===== src/rtl/mem_pkg.sv =====
// Shared constants and types for the memory-stage access path.
package mem_pkg;

  localparam logic [2:0] F3_B  = 3'b000;
  localparam logic [2:0] F3_H  = 3'b001;
  localparam logic [2:0] F3_W  = 3'b010;
  localparam logic [2:0] F3_BU = 3'b100;
  localparam logic [2:0] F3_HU = 3'b101;

  typedef enum logic [1:0] {
    IDLE = 2'd0,
    REQ  = 2'd1,
    DONE = 2'd2
  } state_t;

  localparam logic [3:0] BE_B = 4'b0001;
  localparam logic [3:0] BE_H = 4'b0011;
  localparam logic [3:0] BE_W = 4'b1111;

endpackage


===== src/rtl/load_store_align.sv =====
// Combinational lane steering: store byte enables/replicated data, load extraction
// and sign/zero extension, plus misalignment / illegal-size detection. Zero latency.
module load_store_align
  import mem_pkg::*;
(
  input  logic        is_load,
  input  logic        is_store,
  input  logic [2:0]  funct3,
  input  logic [31:0] addr,
  input  logic [31:0] rs2,
  input  logic [31:0] rdata,
  output logic [3:0]  be,
  output logic [31:0] wdata,
  output logic [31:0] load_data,
  output logic        fault
);

  logic [1:0]  off;
  logic [7:0]  rbyte;
  logic [15:0] rhalf;

  assign off   = addr[1:0];
  assign rbyte = rdata[{off, 3'b000} +: 8];
  assign rhalf = rdata[{off[1], 4'b0000} +: 16];

  always_comb begin
    be    = BE_W;
    wdata = '0;
    fault = 1'b0;
    if (is_store) begin
      case (funct3)
        F3_B: begin
          be    = BE_B << off;
          wdata = {4{rs2[7:0]}};
        end
        F3_H: begin
          be    = BE_H << off;
          wdata = {2{rs2[15:0]}};
          fault = addr[0];
        end
        F3_W: begin
          wdata = rs2;
          fault = (off != 2'b00);
        end
        default: fault = 1'b1;
      endcase
    end else if (is_load) begin
      case (funct3)
        F3_B, F3_BU: fault = 1'b0;
        F3_H, F3_HU: fault = addr[0];
        F3_W:        fault = (off != 2'b00);
        default:     fault = 1'b1;
      endcase
    end
  end

  always_comb begin
    case (funct3)
      F3_B:    load_data = {{24{rbyte[7]}}, rbyte};
      F3_BU:   load_data = {24'h000000, rbyte};
      F3_H:    load_data = {{16{rhalf[15]}}, rhalf};
      F3_HU:   load_data = {16'h0000, rhalf};
      default: load_data = rdata;
    endcase
  end

endmodule


===== src/rtl/mem_access_unit.sv =====
// MEM-stage load/store controller: IDLE -> REQ (until ack or TIMEOUT) -> DONE, min 3 cycles;
// holds the pipeline via mem_stall while an access is pending, faults are flagged without a bus cycle.
module mem_access_unit
  import mem_pkg::*;
#(
  parameter int TIMEOUT = 16
) (
  input  logic        clk,
  input  logic        rst,
  input  logic        EX_MEM_MemRead,
  input  logic        EX_MEM_MemWrite,
  input  logic [31:0] EX_MEM_alu_result,
  input  logic [31:0] EX_MEM_rs2_data,
  input  logic [2:0]  EX_MEM_funct3,
  output logic [31:0] memread_data,
  output logic        mem_stall,
  output logic        mem_fault,
  output logic        mem_timeout,
  output logic        dm_req,
  output logic        dm_we,
  output logic [31:0] dm_addr,
  output logic [3:0]  dm_be,
  output logic [31:0] dm_wdata,
  input  logic        dm_ack,
  input  logic [31:0] dm_rdata
);

  localparam int CW = $clog2(TIMEOUT + 1);
  localparam logic [CW-1:0] CNT_LAST = CW'(TIMEOUT - 1);

  state_t        state_q, state_d;
  logic [CW-1:0] cnt_q, cnt_d;
  logic [31:0]   rdata_q, rdata_d;
  logic          timeout_q, timeout_d;
  logic          req_q, req_d;
  logic          we_q, we_d;
  logic [31:0]   addr_q, addr_d;
  logic [3:0]    be_q, be_d;
  logic [31:0]   wdata_q, wdata_d;

  logic          access;
  logic [3:0]    al_be;
  logic [31:0]   al_wdata;
  logic [31:0]   al_load;
  logic          al_fault;

  assign access = EX_MEM_MemRead | EX_MEM_MemWrite;

  load_store_align u_align (
    .is_load   (EX_MEM_MemRead),
    .is_store  (EX_MEM_MemWrite),
    .funct3    (EX_MEM_funct3),
    .addr      (EX_MEM_alu_result),
    .rs2       (EX_MEM_rs2_data),
    .rdata     (dm_rdata),
    .be        (al_be),
    .wdata     (al_wdata),
    .load_data (al_load),
    .fault     (al_fault)
  );

  always_comb begin
    state_d   = state_q;
    cnt_d     = cnt_q;
    rdata_d   = rdata_q;
    timeout_d = timeout_q;
    req_d     = req_q;
    we_d      = we_q;
    addr_d    = addr_q;
    be_d      = be_q;
    wdata_d   = wdata_q;
    mem_stall = 1'b0;
    mem_fault = 1'b0;

    case (state_q)
      IDLE: begin
        rdata_d   = '0;
        timeout_d = 1'b0;
        if (access) begin
          if (al_fault) begin
            mem_fault = 1'b1;
          end else begin
            mem_stall = 1'b1;
            state_d   = REQ;
            cnt_d     = '0;
            req_d     = 1'b1;
            we_d      = EX_MEM_MemWrite;
            addr_d    = {EX_MEM_alu_result[31:2], 2'b00};
            be_d      = al_be;
            wdata_d   = al_wdata;
          end
        end
      end
      REQ: begin
        mem_stall = 1'b1;
        // EX/MEM is frozen during REQ, so the aligner still sees this access's funct3/addr.
        if (dm_ack) begin
          req_d   = 1'b0;
          rdata_d = we_q ? 32'h0 : al_load;
          state_d = DONE;
        end else if (cnt_q == CNT_LAST) begin
          req_d     = 1'b0;
          timeout_d = 1'b1;
          rdata_d   = '0;
          state_d   = DONE;
        end else begin
          cnt_d = cnt_q + 1'b1;
        end
      end
      DONE: begin
        state_d   = IDLE;
        rdata_d   = '0;
        timeout_d = 1'b0;
      end
      default: state_d = IDLE;
    endcase

    if (rst) begin
      mem_stall = 1'b0;
      mem_fault = 1'b0;
    end
  end

  always_ff @(posedge clk) begin
    if (rst) begin
      state_q   <= IDLE;
      cnt_q     <= '0;
      rdata_q   <= '0;
      timeout_q <= 1'b0;
      req_q     <= 1'b0;
      we_q      <= 1'b0;
      addr_q    <= '0;
      be_q      <= '0;
      wdata_q   <= '0;
    end else begin
      state_q   <= state_d;
      cnt_q     <= cnt_d;
      rdata_q   <= rdata_d;
      timeout_q <= timeout_d;
      req_q     <= req_d;
      we_q      <= we_d;
      addr_q    <= addr_d;
      be_q      <= be_d;
      wdata_q   <= wdata_d;
    end
  end

  assign memread_data = rdata_q;
  assign mem_timeout  = timeout_q;
  assign dm_req       = req_q;
  assign dm_we        = we_q;
  assign dm_addr      = addr_q;
  assign dm_be        = be_q;
  assign dm_wdata     = wdata_q;

endmodule


===== config.mk =====
export PLATFORM = sky130hd
export DESIGN_NAME = mem_access_unit
export DESIGN_NICKNAME = d
export VERILOG_FILES = /design/src/rtl/mem_pkg.sv /design/src/rtl/load_store_align.sv /design/src/rtl/mem_access_unit.sv
export SDC_FILE = /design/constraint.sdc
export NUM_CORES = 1
export LEC_CHECK = 0
export CAP_MARGIN = 0
export CORE_MARGIN = 2
export CORE_UTILIZATION = 43
export DETAILED_ROUTE_END_ITERATION = 8
export PLACE_DENSITY = 0.82
export SLEW_MARGIN = 30
export SYNTH_ARGS = -nofsm -noshare
export SYNTH_HDL_FRONTEND = slang
export SYNTH_SLANG_ARGS = --single-unit
export TNS_END_PERCENT = 20

===== constraint.sdc =====
create_clock -name clk -period 3.5 [get_ports clk]
set_clock_uncertainty 0.2 [all_clocks]
set_input_delay 0.7 -clock clk [delete_from_list [all_inputs] [get_ports clk]]
set_output_delay 0.7 -clock clk [all_outputs]
set_load 0.05 [all_outputs]

==> impl_metrics.tcl <==
set metrics [dict create \
    track_usage_pct 24.9 \
    grt_pass1_vias 4736 \
    max-slew-margin-rel_pct 48.6 \
    p_leak_nw 2.70 \
    worstSkewPairLatency_ns 0.37 \
    syn_area_per_cell_um2 9.01 \
    cts_made_buffers 9 \
    crit_path_max_incr_delay_ns 0.60 \
    die_area_um2 12100 \
    dp_hpwl_um 11100 \
    stdcell_count 863 \
    cts.sinks 108 \
    grt-ovfl-total 0 \
    synth_ff_type "dfxtp_1" \
    cp_num_buf_inv 2 \
    antenna_found_initial 1 \
    vias_per_cell 5.59 \
    p_per_area_nw_per_um2 378 \
    io_pins 209 \
    setup_violations 0 \
    yosys_warnings 0 \
    yosysUniqueCellTypes 48 \
    routedWlPerCell_um 17.4 \
    ant_nets 0 \
    path_delay_family "simple AND/OR/NAND/NOR gates" \
    synth.ff_latch_count 108 \
    ir_drop_mv 0.234 \
    start_kind "input port" \
    critPathKind "in2out" \
    place_area_um2 7000 \
    yosysSeqAreaShare_pct 44.8 \
    cts_max_path_buffers 2 \
    crit_fanout 3 \
    htreeDepth 3 \
    die_h_um 110 \
    rsz0062_at_grt "no" \
    switching_power_mw 0.806 \
    fin_setup_tns_ns 0 \
    max_cap_violations 0 \
    cts_resized 0 \
    r2r_slack_ns 0.87 \
    crit_required_ns 2.60 \
    syn_inst 536 \
    p_comb_share_pct 23.5 \
    netlist_area_um2 4830 \
    fin_crit_ns 3.35 \
    timing.final.crit_share_pct 95.7 \
    final_cell_area_um2 7200 \
    routabilityCongestion 0.887 \
    wl_um 15000 \
    drtPass1Iterations 5 \
    grt_start_max_net_pins 55 \
    grt_pass1_wl_um 23400 \
    syn2layout_area_growth_pct 49.1 \
    hold_path.class "reg2reg" \
    status "finished clean" \
    tritoncts "yes" \
    seqPwrFrac_pct 47.7 \
    worst_slew_pin_slew_ns 0.769 \
    cts-root-buf "clkbuf_8" \
    dp.cells 847 \
    cts_hold_buf 0 \
    crit_slowest_cell "or4_1" \
    fin_util_pct 66.1 \
    p_clk_share_pct 28.9 \
    async_reset_ff_share_pct 0 \
    final_hold_viol_count 0 \
    p_sw_share_pct 29.6 \
    clk_pin_slew_ns 0.10 \
    cp.arrival_ns 2.45 \
    drtIter0Drc 296 \
    path_cells "clkdlybuf4s50_1 -> or4_1 -> a211oi_4 -> nor2_1 -> nor2_1 -> buf_12" \
    start_util_pct 44.4 \
    cts_setup_buffers 0 \
    vias 4825 \
    die_x_um 110 \
    crit_top_cell "nor2_1" \
    synth_edf_count 0 \
    drive_gt1_share_pct 6.93 \
    final_nets 824 \
    report.final.slew_viol_count 0 \
    floorplan.core_area_um2 10900 \
    p_int_mw 1.92 \
    fp-row-count 38 \
    total_power_mw 2.72 \
    fmax_mhz 299 \
    drcViolationCount 0 \
    portBuffers 206 \
    worst_setup_path_end_kind "primary output" \
]
-- layout make-up --
type	count	area, um2
Tap cell	140	175
Antenna cell	1	2.50
Sequential cell	108	2160
Clock buffer	12	155
Clock inverter	3	46.3
Timing Repair Buffer	220	2180
Inverter	16	60.1
Multi-Input combinational cell	363	2420
Fill cell	919	3690
-- metal layers --
layer | share of wire [%] | track usage (%)
met2 | 49 | 40.8
met4 | 2.8 | 11.8
met3 | 8.7 | 6.53
met5 | 0 | 0
met1 | 40 | 30.5
-- layout by cell type (no fill, tap or decap), types with 11 or more instances in the layout --
master,Yosys,layout
clkbuf_8,0,11
buf_4,5,14
a22o_1,24,24
inv_1,16,16
nor2_1,52,50
nor3_1,17,17
a21oi_1,34,34
o21ai_0,34,34
clkdlybuf4s50_1,0,203
nor2b_1,20,20
mux2i_1,32,32
nand2_1,42,42
a22oi_1,18,18
dfxtp_1,108,108
-- worst min-delay path, stage by stage (launching register included) --
cell and delay, ns:
dfxtp_1 0.34, nand2_1 0.04, o21ai_0 0.06
-- path summary, 6_finish.rpt --
| check | start | endpoint | depth (start not counted) |
|---|---|---|---|
| setup reg to reg | cnt_q[0] | cnt_q[3] | 7 |
| hold / removal | memread_data[4] | memread_data[4] | 2 |
| setup / recovery | EX_MEM_funct3[0] | mem_stall | 6 |
| hold reg to reg | memread_data[4] | memread_data[4] | 2 |
-- flip-flops by register name, summed over array words and instances (netlist names) --
signal        cells
cnt_q             5
dm_addr          30
dm_be             4
dm_req            1
dm_wdata         32
dm_we             1
mem_timeout       1
memread_data     32
state_q           2
-- cell families after synthesis --
group / Yosys count / share of synthesized area (%)
other cells: 1 / 0.0776
flops: 108 / 44.8
buf+inv: 66 / 6.01
compound gates: 160 / 22.6
fa+ha+maj: 2 / 0.518
mux: 42 / 10.8
simple gates: 157 / 15.2
-- synth_stat cells (5+ instances only) --
master,n,area (um2)
dfxtp_1,108,2160
a22o_1,24,210
nand4_1,5,31.3
o2bb2ai_1,9,78.8
nor2b_1,20,125
a22oi_1,18,135
mux2i_1,32,320
buf_4,5,37.5
o21ai_0,34,170
buf_2,7,35.0
clkbuf_1,31,116
mux4_2,8,180
nor3_1,17,85.1
a21oi_1,34,170
nor2_1,52,195
buf_1,5,18.8
o22ai_1,10,62.6
inv_1,16,60.1
nand2_1,42,158
a221o_1,9,90.1
o31ai_1,9,67.6
-- power groups by stage --
stage | Sequential [mW] | Clock [mW] | Combinational, mW
detailed placement | 1.33 | 0 | 0.635
CTS | 1.30 | 0.806 | 0.638
global route | 1.30 | 0.850 | 0.677
global placement | 1.32 | 0 | 0.622
floorplan | 1.46 | 0 | 0.228
finish | 1.30 | 0.787 | 0.639
-- per-stage QoR --
stage	setup slack, ns	hold WS (ns)
floorplan	-0.173	0.273
global placement	0.175	0.234
detailed placement	0.160	0.245
CTS	0.161	0.268
global route	0.0917	0.288
finish	0.151	0.265
No activity file was read; power rests on OpenSTA's default activity.
